===== config.mk =====
export PLATFORM = sky130hd
export DESIGN_NAME = ram_rd_trig
export DESIGN_NICKNAME = d
export VERILOG_FILES = /design/src/rtl/ram_rd_trig.sv
export SDC_FILE = /design/constraint.sdc
export NUM_CORES = 1
export LEC_CHECK = 0
export CORE_UTILIZATION = 50
export DETAILED_ROUTE_END_ITERATION = 6
export PLACE_DENSITY = 0.77
export SLEW_MARGIN = 40
export SYNTH_ARGS = -nofsm -noshare
export SYNTH_HDL_FRONTEND = slang
export SYNTH_SLANG_ARGS = --single-unit

===== constraint.sdc =====
create_clock -name clk_i -period 4.7 [get_ports clk_i]
set_input_delay 0.47 -clock clk_i [delete_from_list [all_inputs] [get_ports clk_i]]
set_output_delay 0.47 -clock clk_i [all_outputs]
set_load 0.05 [all_outputs]

===== src/rtl/ram_rd_trig.sv =====
// ram_rd_trig: follows the sample RAM write pointer at a fixed lag, detects a
// level-crossing trigger and streams DISP_LEN consecutive samples per frame.
module ram_rd_trig #(
  parameter int ADDR_W       = 10,
  parameter int DATA_W       = 12,
  parameter int DISP_LEN     = 640,
  parameter int LAG          = 4,
  parameter int HOLDOFF      = 1024,
  parameter int AUTO_TIMEOUT = 2048
) (
  input  logic              clk_i,
  input  logic              rst_i,
  input  logic [ADDR_W-1:0] ram_wr_addr_i,
  output logic              ram_rd_en_o,
  output logic [ADDR_W-1:0] ram_rd_addr_o,
  input  logic [DATA_W-1:0] ram_rd_data_i,
  input  logic [DATA_W-1:0] trig_level_i,
  input  logic              trig_edge_i,
  input  logic              auto_mode_i,
  input  logic              frame_req_i,
  output logic              busy_o,
  output logic              samp_valid_o,
  output logic [DATA_W-1:0] samp_data_o,
  output logic [ADDR_W-1:0] samp_index_o,
  output logic              samp_first_o,
  output logic              frame_done_o,
  output logic              trig_timeout_o
);

  typedef enum logic [1:0] {
    S_IDLE    = 2'd0,
    S_ARM     = 2'd1,
    S_CAPTURE = 2'd2,
    S_HOLDOFF = 2'd3
  } state_t;

  localparam int TO_W = $clog2(AUTO_TIMEOUT + 1);
  localparam int HO_W = $clog2(HOLDOFF + 1);
  localparam logic [ADDR_W-1:0] LAG_C    = ADDR_W'(LAG);
  localparam logic [ADDR_W-1:0] LAST_IDX = ADDR_W'(DISP_LEN - 1);
  localparam logic [TO_W-1:0]   TO_LAST  = TO_W'(AUTO_TIMEOUT - 1);
  localparam logic [HO_W-1:0]   HO_LAST  = HO_W'(HOLDOFF);

  state_t              state_q, state_d;
  logic [ADDR_W-1:0]   rd_addr_q;
  logic                rd_en_q, rd_vld_q;
  logic                pend_q, pend_d;
  logic [DATA_W-1:0]   prev_q, prev_d;
  logic                prev_vld_q, prev_vld_d;
  logic [TO_W-1:0]     to_cnt_q, to_cnt_d;
  logic [HO_W-1:0]     ho_cnt_q, ho_cnt_d;
  logic                busy_q;
  logic                samp_valid_q, samp_valid_d;
  logic [DATA_W-1:0]   samp_data_q, samp_data_d;
  logic [ADDR_W-1:0]   samp_index_q, samp_index_d;
  logic                samp_first_q, samp_first_d;
  logic                frame_done_q, frame_done_d;
  logic                trig_to_q, trig_to_d;
  logic                cross_s, force_s;
  logic [ADDR_W-1:0]   nxt_idx_s;

  // next-state, trigger compare and sample-stream decode
  always_comb begin
    state_d      = state_q;
    pend_d       = pend_q | (frame_req_i && (state_q != S_IDLE));
    prev_d       = prev_q;
    prev_vld_d   = prev_vld_q;
    to_cnt_d     = to_cnt_q;
    ho_cnt_d     = ho_cnt_q;
    samp_valid_d = 1'b0;
    samp_data_d  = samp_data_q;
    samp_index_d = samp_index_q;
    samp_first_d = 1'b0;
    frame_done_d = 1'b0;
    trig_to_d    = trig_to_q;
    nxt_idx_s    = samp_index_q + ADDR_W'(1);
    // equal-to-level on the previous sample never counts as a crossing
    if (trig_edge_i) begin
      cross_s = prev_vld_q && (prev_q > trig_level_i) && (ram_rd_data_i <= trig_level_i);
    end else begin
      cross_s = prev_vld_q && (prev_q < trig_level_i) && (ram_rd_data_i >= trig_level_i);
    end
    force_s = auto_mode_i && (to_cnt_q == TO_LAST);

    case (state_q)
      S_IDLE: begin
        if (frame_req_i || pend_q) begin
          state_d    = S_ARM;
          pend_d     = 1'b0;
          prev_vld_d = 1'b0;
          to_cnt_d   = '0;
          trig_to_d  = 1'b0;
        end else begin
          state_d = S_IDLE;
        end
      end
      S_ARM: begin
        if (to_cnt_q != TO_LAST) begin
          to_cnt_d = to_cnt_q + TO_W'(1);
        end else begin
          to_cnt_d = to_cnt_q;
        end
        if (rd_vld_q) begin
          prev_d     = ram_rd_data_i;
          prev_vld_d = 1'b1;
          if (cross_s || force_s) begin
            state_d      = S_CAPTURE;
            samp_valid_d = 1'b1;
            samp_data_d  = ram_rd_data_i;
            samp_index_d = '0;
            samp_first_d = 1'b1;
            trig_to_d    = ~cross_s;
          end else begin
            state_d = S_ARM;
          end
        end else begin
          state_d = S_ARM;
        end
      end
      S_CAPTURE: begin
        if (rd_vld_q) begin
          samp_valid_d = 1'b1;
          samp_data_d  = ram_rd_data_i;
          samp_index_d = nxt_idx_s;
          if (nxt_idx_s == LAST_IDX) begin
            frame_done_d = 1'b1;
            state_d      = S_HOLDOFF;
            ho_cnt_d     = '0;
          end else begin
            state_d = S_CAPTURE;
          end
        end else begin
          state_d = S_CAPTURE;
        end
      end
      S_HOLDOFF: begin
        if (ho_cnt_q == HO_LAST) begin
          state_d = S_IDLE;
        end else begin
          ho_cnt_d = ho_cnt_q + HO_W'(1);
        end
      end
      default: begin
        state_d = S_IDLE;
      end
    endcase
  end

  // state, pipeline and output registers
  always_ff @(posedge clk_i) begin
    if (rst_i) begin
      state_q      <= S_IDLE;
      rd_addr_q    <= '0;
      rd_en_q      <= 1'b0;
      rd_vld_q     <= 1'b0;
      pend_q       <= 1'b0;
      prev_q       <= '0;
      prev_vld_q   <= 1'b0;
      to_cnt_q     <= '0;
      ho_cnt_q     <= '0;
      busy_q       <= 1'b0;
      samp_valid_q <= 1'b0;
      samp_data_q  <= '0;
      samp_index_q <= '0;
      samp_first_q <= 1'b0;
      frame_done_q <= 1'b0;
      trig_to_q    <= 1'b0;
    end else begin
      state_q      <= state_d;
      rd_addr_q    <= ram_wr_addr_i - LAG_C;
      rd_en_q      <= (state_d == S_ARM) || (state_d == S_CAPTURE);
      rd_vld_q     <= rd_en_q;
      pend_q       <= pend_d;
      prev_q       <= prev_d;
      prev_vld_q   <= prev_vld_d;
      to_cnt_q     <= to_cnt_d;
      ho_cnt_q     <= ho_cnt_d;
      busy_q       <= (state_d != S_IDLE);
      samp_valid_q <= samp_valid_d;
      samp_data_q  <= samp_data_d;
      samp_index_q <= samp_index_d;
      samp_first_q <= samp_first_d;
      frame_done_q <= frame_done_d;
      trig_to_q    <= trig_to_d;
    end
  end

  assign ram_rd_en_o    = rd_en_q;
  assign ram_rd_addr_o  = rd_addr_q;
  assign busy_o         = busy_q;
  assign samp_valid_o   = samp_valid_q;
  assign samp_data_o    = samp_data_q;
  assign samp_index_o   = samp_index_q;
  assign samp_first_o   = samp_first_q;
  assign frame_done_o   = frame_done_q;
  assign trig_timeout_o = trig_to_q;

endmodule


==> impl_metrics.tcl, run 1 <==
set metrics [dict create \
    seq_area_frac_synth_pct 37.9 \
    cts_tree "built" \
    antenna_found_initial 0 \
    die-area_um2 8620 \
    setup_viol 0 \
    netlist_instances 486 \
    ant_nets 0 \
    fin_cells 660 \
    fillers 715 \
    grt_pass1_wl_mm 16.2 \
    yosysWarnings 0 \
    first_global_vias 3472 \
    power.total_mw 1.32 \
    n_antenna_cell 0 \
    tns_ns 0 \
    gp_congestion 0.877 \
    area_growth_pct 23.4 \
    drtIter0Drc 160 \
    core_um2 7850 \
    min_period_over_period_pct 69.3 \
    cts_buffers 9 \
    period_minus_slack_ns 3.26 \
    path_clk_slew_ns 0.08 \
    max_freq_ghz 0.307 \
    grt-ovfl-total 0 \
    start_util_pct 52.6 \
    synth.distinct_cells 48 \
    synth-edff-count 0 \
    num_rows 32 \
    mostFrequentLayoutCells "78 x dfxtp_1, 75 x clkdlybuf4s50_1, 47 x a21oi_1, 47 x nand2_1, 44 x nor2_1" \
    grt_max_degree 57 \
    power.leakage_nw 1.92 \
    path_class "in2reg" \
    worst_slew_pin_slew_ns 0.779 \
    syn_area_um2 4130 \
    via_per_inst 5.64 \
    finalWirelength_mm 9.69 \
    post_cts_buffers 0 \
    final_nets 627 \
    ys_seq_elements 78 \
    final_common_cell "dfxtp_1" \
    hold_class "reg2reg" \
    ctsResizeCount 0 \
    drive_gt1_share_pct 4.66 \
    wl_per_cell_um 14.7 \
    ys_async_sr_fraction_pct 0 \
    grt_use_total_pct 23.4 \
    slew_headroom_pct 47.6 \
    drc_errors 0 \
    hold_buffers 0 \
    finalHoldViolCount 0 \
    cp-end-kind "flip-flop" \
    vias 3725 \
    dp.cells 643 \
    arrival_ns 3.46 \
    syn_area_per_cell_um2 8.49 \
    numPortBuffers 76 \
    clock_skew_ns 0.0123 \
    synth_flop_cell "dfxtp_1" \
    rsz0062_at_grt "false" \
    clock-sinks 78 \
    cts_root_buf "clkbuf_8" \
    drtPass1Iterations 4 \
    worstSkewPairLatency_ns 0.35 \
    powerDensity_nw_per_um2 260 \
    h-tree-depth 3 \
    crit_required_ns 4.90 \
    vdd_drop_max_v 0.000170 \
    syn_nets 560 \
    fp.dieH_um 92.8 \
    finalMaxSlewViolations 0 \
    io_pins 77 \
    dp_hpwl_mm 7.01 \
    outcome "finished clean" \
    die_x_um 92.8 \
    cap_violations 0 \
    clk_path_buf_depth 2 \
    cp-start-kind "input pin" \
    path_max_fanout 4 \
]
## synth_stat cells, types with 3 or more instances
| cell type | count | area (um2) |
|---|---|---|
| nand2b_1 | 4 | 25.0 |
| nor2_1 | 44 | 165 |
| a22o_1 | 5 | 43.8 |
| and2_1 | 5 | 31.3 |
| nor3_1 | 7 | 35.0 |
| nor2b_1 | 14 | 87.6 |
| nand2_1 | 47 | 176 |
| nand3_1 | 15 | 75.1 |
| a21oi_1 | 47 | 235 |
| nor4_1 | 4 | 25.0 |
| dfxtp_1 | 78 | 1560 |
| xnor2_1 | 7 | 61.3 |
| inv_1 | 27 | 101 |
| o211ai_1 | 20 | 150 |
| o211a_1 | 3 | 30.0 |
| and3_1 | 3 | 18.8 |
| nand4_1 | 15 | 93.8 |
| or3_1 | 4 | 25.0 |
| ha_1 | 35 | 438 |
| clkbuf_1 | 13 | 48.8 |
| o2111ai_1 | 3 | 26.3 |
| buf_2 | 4 | 20.0 |
| xor2_1 | 18 | 158 |
| o21ai_0 | 11 | 55.1 |
| buf_1 | 3 | 11.3 |
| a21o_1 | 3 | 22.5 |
| o31ai_1 | 17 | 128 |
| a211oi_1 | 4 | 30.0 |
## critical path, cell delays in order
cell and delay [ns]:
clkdlybuf4s50_1 0.45, inv_1 0.05, ha_1 0.30, a21o_1 0.18, nand3_1 0.07, a21oi_1 0.07
or4_4 0.54, xor2_1 0.34, o211a_1 0.24, o21ai_1 0.15, a21o_1 0.22, ha_1 0.26
nor2b_1 0.12
## cell type report
| type | count | area [um2] | share of cell area [%] |
|---|---|---|---|
| tap | 102 | 128 | 2.51 |
| clock inverter | 6 | 38.8 | 0.762 |
| clock buffer | 10 | 128 | 2.51 |
| inverter | 27 | 101 | 1.99 |
| multi-input combinational | 357 | 2350 | 46.1 |
| timing repair buffer | 80 | 786 | 15.4 |
| sequential | 78 | 1560 | 30.7 |
## cells by family after synthesis
kind of cell | share of synthesized area [%]
muxes | 0.243
DFF | 37.9
xor gates and xnor gates | 5.31
AOI/OAI and AO/OA | 19.9
and+or+nand+nor | 20.8
adders and majority gates | 10.6
buffers and inverters | 5.31
## per-layer routing
metal / up-vias / part of all wire, % / global-route usage, %
li1: 1871 / - / -
met1: 1773 / 47 / 30.6
met2: 73 / 47 / 39.0
met3: 8 / 4.2 / 5.01
met4: 0 / 1.1 / 6.15
met5: - / 0 / 0
## where the power goes
group	switching, mW	leakage [nW]	internal, mW
clock	0.240	0.0820	0.190
combinational	0.127	1.21	0.0820
sequential	0.00848	0.633	0.675
## path summary, 6_finish.rpt
kind	endpoint	cells after the start	start	slack, ns
setup / recovery	ram_rd_en_o$_SDFF_PP0_	13	trig_level_i[5]	1.44
hold / removal	prev_q[5]$_SDFFE_PP0P_	2	prev_q[5]$_SDFFE_PP0P_	0.46
setup reg to reg	ram_rd_en_o$_SDFF_PP0_	11	prev_q[9]$_SDFFE_PP0P_	1.78
hold reg to reg	prev_q[5]$_SDFFE_PP0P_	2	prev_q[5]$_SDFFE_PP0P_	0.46
## flip-flops by register name, summed over array words and instances (netlist names)
register        count
busy_o              1
frame_done_o        1
ho_cnt_q           11
pend_q              1
prev_q             12
prev_vld_q          1
ram_rd_addr_o      10
ram_rd_en_o         1
rd_vld_q            1
samp_data_o        12
samp_first_o        1
samp_index_o       10
samp_valid_o        1
state_q             2
to_cnt_q           12
trig_timeout_o      1
## metrics by stage
stage	worst slack, ns	cell area, um2	utilization (%)	hold slack [ns]
after global routing	1.32	5090	64.9	0.479
after floorplan	1.64	4130	-	0.436
after global placement	1.16	4910	62.6	0.450
after CTS	1.48	5090	64.8	0.464
after detailed placement	1.12	4920	62.7	0.453
final	1.44	5090	64.9	0.462
(Power assumes the default switching activity.)
==> run 2: changes to the inputs <==
Clock period 4.7 ns to 3.25 ns, I/O delays scaled along.
==> run 2 against run 1 <==
Net effect:
- first-iteration DRC count fell by 3.1%
- clock skew about the same
- critical path type unchanged
- highest routed layer unchanged
- largest power group unchanged
- die area did not move
- sequential cell count is the same
- combinational power rose by 51%
==> impl_metrics.tcl, run 2 (synthesized netlist as in run 1, its figures left out) <==
set metrics [dict create \
    outcome "finished clean" \
    path_max_fanout 7 \
    hold_buffers 0 \
    dp_hpwl_mm 7.30 \
    period_minus_slack_ns 2.95 \
    setup_viol 0 \
    powerDensity_nw_per_um2 404 \
    busiest_layer "met2" \
    cpMostUsedCell "buf_4" \
    area_growth_pct 26.6 \
    grt-ovfl-total 0 \
    clk_path_buf_depth 2 \
    tns_ns 0 \
    final_nets 638 \
    drive_gt1_share_pct 6.33 \
    worstPathCellList "clkdlybuf4s50_1 > inv_1 > ha_1 > a21o_1 > a21oi_2 > nor2b_1 > or4_4 > xor2_1 > buf_4 > nor4b_4 > buf_4 > nor4_4 > a22o_1" \
    power_frac_clock_pct 38.3 \
    rsz0062_at_grt "false" \
    comb_power_share_pct 14.9 \
    final_common_cell "dfxtp_1" \
    vdd_drop_max_v 0.000259 \
    cp-end-kind "flip-flop" \
    cts_root_buf "clkbuf_8" \
    crit_required_ns 3.55 \
    drtPass1Iterations 4 \
    finalHoldViolCount 0 \
    ant_nets 0 \
    via_per_inst 5.63 \
    post_cts_buffers 0 \
    p_sw_uw 569 \
    p_seq_share_pct 46.8 \
    num_rows 32 \
    path_clk_slew_ns 0.09 \
    grt_max_degree 55 \
    worst_slew_pin_slew_ns 0.746 \
    fin_area_um2 5220 \
    die_x_um 92.8 \
    max_freq_ghz 0.339 \
    cts_tree "built" \
    ctsResizeCount 0 \
    use_met2_pct 42.5 \
    wl_per_cell_um 15.0 \
    h-tree-depth 3 \
    worstSkewPairLatency_ns 0.35 \
    min_period_over_period_pct 90.8 \
    mostFrequentLayoutCells "78 x dfxtp_1, 75 x clkdlybuf4s50_1, 47 x a21oi_1, 47 x nand2_1, 44 x nor2_1" \
    clock-sinks 78 \
    power.total_mw 2.11 \
    vias 3779 \
    power.leakage_nw 2.00 \
    clock_skew_ns 0.0128 \
    finalWirelength_mm 10.1 \
    drc_errors 0 \
    first_global_vias 3723 \
    drtIter0Drc 155 \
    finalMaxSlewViolations 0 \
    cap_violations 0 \
    arrival_ns 3.25 \
    gp_congestion 0.882 \
    slew_headroom_pct 50.2 \
    start_util_pct 52.6 \
    path_class "in2reg" \
    core_um2 7850 \
    io_pins 77 \
    use_met1_pct 29.6 \
    die-area_um2 8620 \
    intPower_mw 1.54 \
    switching_share_pct 26.9 \
    cp-start-kind "input pin" \
    n_antenna_cell 0 \
    antenna_found_initial 0 \
    cts_buffers 9 \
    grt_use_total_pct 24.3 \
    numPortBuffers 76 \
    dpl_cell_area_um2 5000 \
    critPathSlowestCell "or4_4" \
    hold_class "in2reg" \
    fp.dieH_um 92.8 \
    grt_pass1_wl_mm 16.8 \
    grt_util_met3_pct 3.94 \
    cpPeakStageDelay_ns 0.50 \
]
==> run 2: path summary, 6_finish.rpt <==
| kind | start | to | slack (ns) | cells past startpoint |
|---|---|---|---|---|
| setup / recovery | trig_level_i[9] | samp_index_o[5]$_SDFFE_PP0P_ | 0.30 | 13 |
| hold / removal | rst_i | samp_index_o[9]$_SDFFE_PP0P_ | 0.40 | 3 |
| setup reg to reg | prev_q[9]$_SDFFE_PP0P_ | samp_index_o[5]$_SDFFE_PP0P_ | 0.47 | 11 |
| hold reg to reg | prev_q[0]$_SDFFE_PP0P_ | prev_q[0]$_SDFFE_PP0P_ | 0.46 | 2 |
==> run 2: layout make-up <==
class,instances,area [um2]
Clock buffer,10,128
Clock inverter,6,92.6
Multi-Input combinational cell,357,2340
Tap cell,102,128
Fill cell,702,2620
Inverter,27,101
Sequential cell,78,1560
Timing Repair Buffer,91,868
==> run 2: per-stage QoR <==
| step | worst slack [ns] | std cells | utilization (%) | hold slack (ns) |
|---|---|---|---|---|
| 2_1_floorplan | 0.333 | 486 | - | 0.397 |
| 3_3_place_gp | 0.0207 | 655 | 63.8 | 0.449 |
| 3_5_place_dp | -0.0554 | 655 | 63.8 | 0.453 |
| 4_1_cts | 0.303 | 671 | 66.6 | 0.390 |
| 5_1_grt | 0.169 | 671 | 66.6 | 0.398 |
| 6_report | 0.298 | 671 | 66.6 | 0.397 |
==> run 2: worst max-delay path, delay by kind of cell <==
| kind | cells | cell delay (ns) |
|---|---|---|
| fa+ha+maj | 1 | 0.32 |
| simple gates | 4 | 1.02 |
| compound gates | 3 | 0.52 |
| buf+inv | 4 | 0.84 |
| xor+xnor | 1 | 0.22 |
==> run 2: power by group through the flow <==
| stage | clock network, mW | registers, mW | logic [mW] |
|---|---|---|---|
| finish | 0.808 | 0.988 | 0.315 |
| floorplan | 0 | 1.05 | 0.144 |
| global route | 0.861 | 0.990 | 0.343 |
| detailed placement | 0 | 1.01 | 0.313 |
| global placement | 0 | 1.01 | 0.305 |
| CTS | 0.819 | 0.988 | 0.314 |
==> run 2: per-layer routing <==
layer	up-vias	wire [um]
li1	1888	-
met5	-	0
met3	14	445
met2	92	5000
met1	1785	4490
met4	0	137
==> run 3: changes to the inputs <==
Settings changed: GPL_TIMING_DRIVEN from default to 0.
==> run 3 against run 2 <==
Net effect:
- die area did not move
- clock power is 0.6% higher
- clock skew is 0.0039 ns lower
- sequential power barely moved
- cell count is 1.3% higher
- routed wire length increased by 1.4%
- hold slack improved by 0.067 ns
- register-to-register slack got worse by 0.19 ns
- fmax fell by 5.6%
- critical path depth grew 1
- sequential share of layout area fell by 0.37 points
- design area rose by 1.2%
- critical endpoint is now ram_rd_en_o$_SDFF_PP0_
- largest cell class unchanged
- highest routed layer unchanged
==> impl_metrics.tcl, run 3 (synthesized netlist as in run 1, its figures left out) <==
set metrics [dict create \
    outcome "finished clean" \
    numPortBuffers 76 \
    cp-start-kind "input pin" \
    die_x_um 92.8 \
    io_pins 77 \
    path_max_fanout 10 \
    final_common_cell "dfxtp_1" \
    start_util_pct 52.6 \
    whs_ns 0.463 \
    setup_viol 0 \
    drc_errors 0 \
    worstSkewPairLatency_ns 0.36 \
    area_growth_pct 28.2 \
    grt_pass1_wl_mm 16.9 \
    clk_path_buf_depth 2 \
    via_per_inst 5.59 \
    cap_violations 0 \
    mostFrequentLayoutCells "78 x dfxtp_1, 76 x clkdlybuf4s50_1, 47 x a21oi_1, 47 x nand2_1, 43 x nor2_1" \
    period_minus_slack_ns 3.13 \
    grt_use_total_pct 24.7 \
    drive_gt1_share_pct 5.71 \
    powerDensity_nw_per_um2 401 \
    clock_skew_ns 0.00884 \
    max_freq_ghz 0.320 \
    crit_required_ns 3.48 \
    gp_congestion 0.851 \
    tns_ns 0 \
    grt-ovfl-total 0 \
    dp_hpwl_mm 7.52 \
    dpl_cell_area_um2 5010 \
    hold_buffers 0 \
    rsz0062_at_grt "false" \
    n_antenna_cell 0 \
    power.leakage_nw 1.98 \
    cts_buffers 9 \
    core_um2 7850 \
    grt_max_degree 14 \
    cp-end-kind "flip-flop" \
    vdd_drop_max_v 0.000260 \
    hold_class "reg2reg" \
    drtPass1Iterations 5 \
    dp.cells 664 \
    path_class "in2reg" \
    die-area_um2 8620 \
    first_global_vias 3645 \
    worst_slew_pin_slew_ns 0.846 \
    finalHoldViolCount 0 \
    min_period_over_period_pct 96.3 \
    antenna_found_initial 0 \
    vias 3800 \
    arrival_ns 3.36 \
    clock-sinks 78 \
    ant_nets 0 \
    finalWirelength_mm 10.2 \
    finalMaxSlewViolations 0 \
    num_rows 32 \
    slew_headroom_pct 43.1 \
    drtIter0Drc 168 \
    setup_ws_ns 0.122 \
    fin_cells 680 \
    wl_per_cell_um 15.0 \
    fp.dieH_um 92.8 \
    place_ws_ns -0.499 \
    fin_area_um2 5290 \
    final_nets 647 \
    cts_tree "built" \
    path_clk_slew_ns 0.08 \
    cts_root_buf "clkbuf_8" \
    h-tree-depth 3 \
]
run 3: cell count changes in the layout (fill, tap and decap cells not counted), sizes merged:
cell           change
buf                -5
clkbuf            +14
clkinvlp           +1
inv                -2
clkdlybuf4s50      +1
run 3: power by group:
group / switching (mW) / total (mW) / internal, mW
Sequential: 0.0101 / 0.986 / 0.976
Clock: 0.359 / 0.813 / 0.453
Combinational: 0.195 / 0.324 / 0.129
run 3: path summary, 6_finish.rpt:
path                             from                endpoint  slack [ns]  depth (start not counted)
min            prev_q[0]$_SDFFE_PP0P_  prev_q[0]$_SDFFE_PP0P_        0.46                          2
max                   trig_level_i[5]  ram_rd_en_o$_SDFF_PP0_        0.12                         14
min reg2reg    prev_q[0]$_SDFFE_PP0P_  prev_q[0]$_SDFFE_PP0P_        0.46                          2
max reg2reg  to_cnt_q[3]$_SDFFE_PP0P_  ram_rd_en_o$_SDFF_PP0_        0.28                         11
run 3: routing by layer:
layer	track usage, %	part of all wire (%)	vias up
met4	6.15	0.41	0
met1	31.4	45	1801
met3	6.40	4.6	4
met2	41.4	50	87
met5	0	0	-
li1	-	-	1908
run 3: stage by stage:
step / power [mW] / util [%]
floorplan: 1.20 / -
global placement: 1.31 / 63.9
detailed placement: 1.32 / 63.9
CTS: 2.13 / 67.2
global route: 2.21 / 67.4
finish: 2.12 / 67.4
run 3: area by class of cell:
class	count	area (um2)
clock buffer	11	141
multi-input combinational	357	2390
inverter	27	101
sequential	78	1560
tap	102	128
clock inverter	5	82.6
timing repair buffer	77	768
fill	671	2560
buffer	23	116
run 3: timing repair:
action                     4_1_cts  5_1_grt
gates resized for setup          7        2
pin swaps                        1        1
gates cloned                     0        0
setup buffers                    0        1
setup endpoints to repair        1        1
run 3: critical path, cell delays in order:
cell             delay (ns)
clkdlybuf4s50_1        0.45
inv_1                  0.06
ha_1                   0.31
a21o_1                 0.18
nand3_1                0.08
a21oi_1                0.06
or4_4                  0.58
xor2_4                 0.23
o211a_4                0.28
buf_6                  0.15
nor2_2                 0.13
o21ai_0                0.12
ha_1                   0.29
nor2b_1                0.13
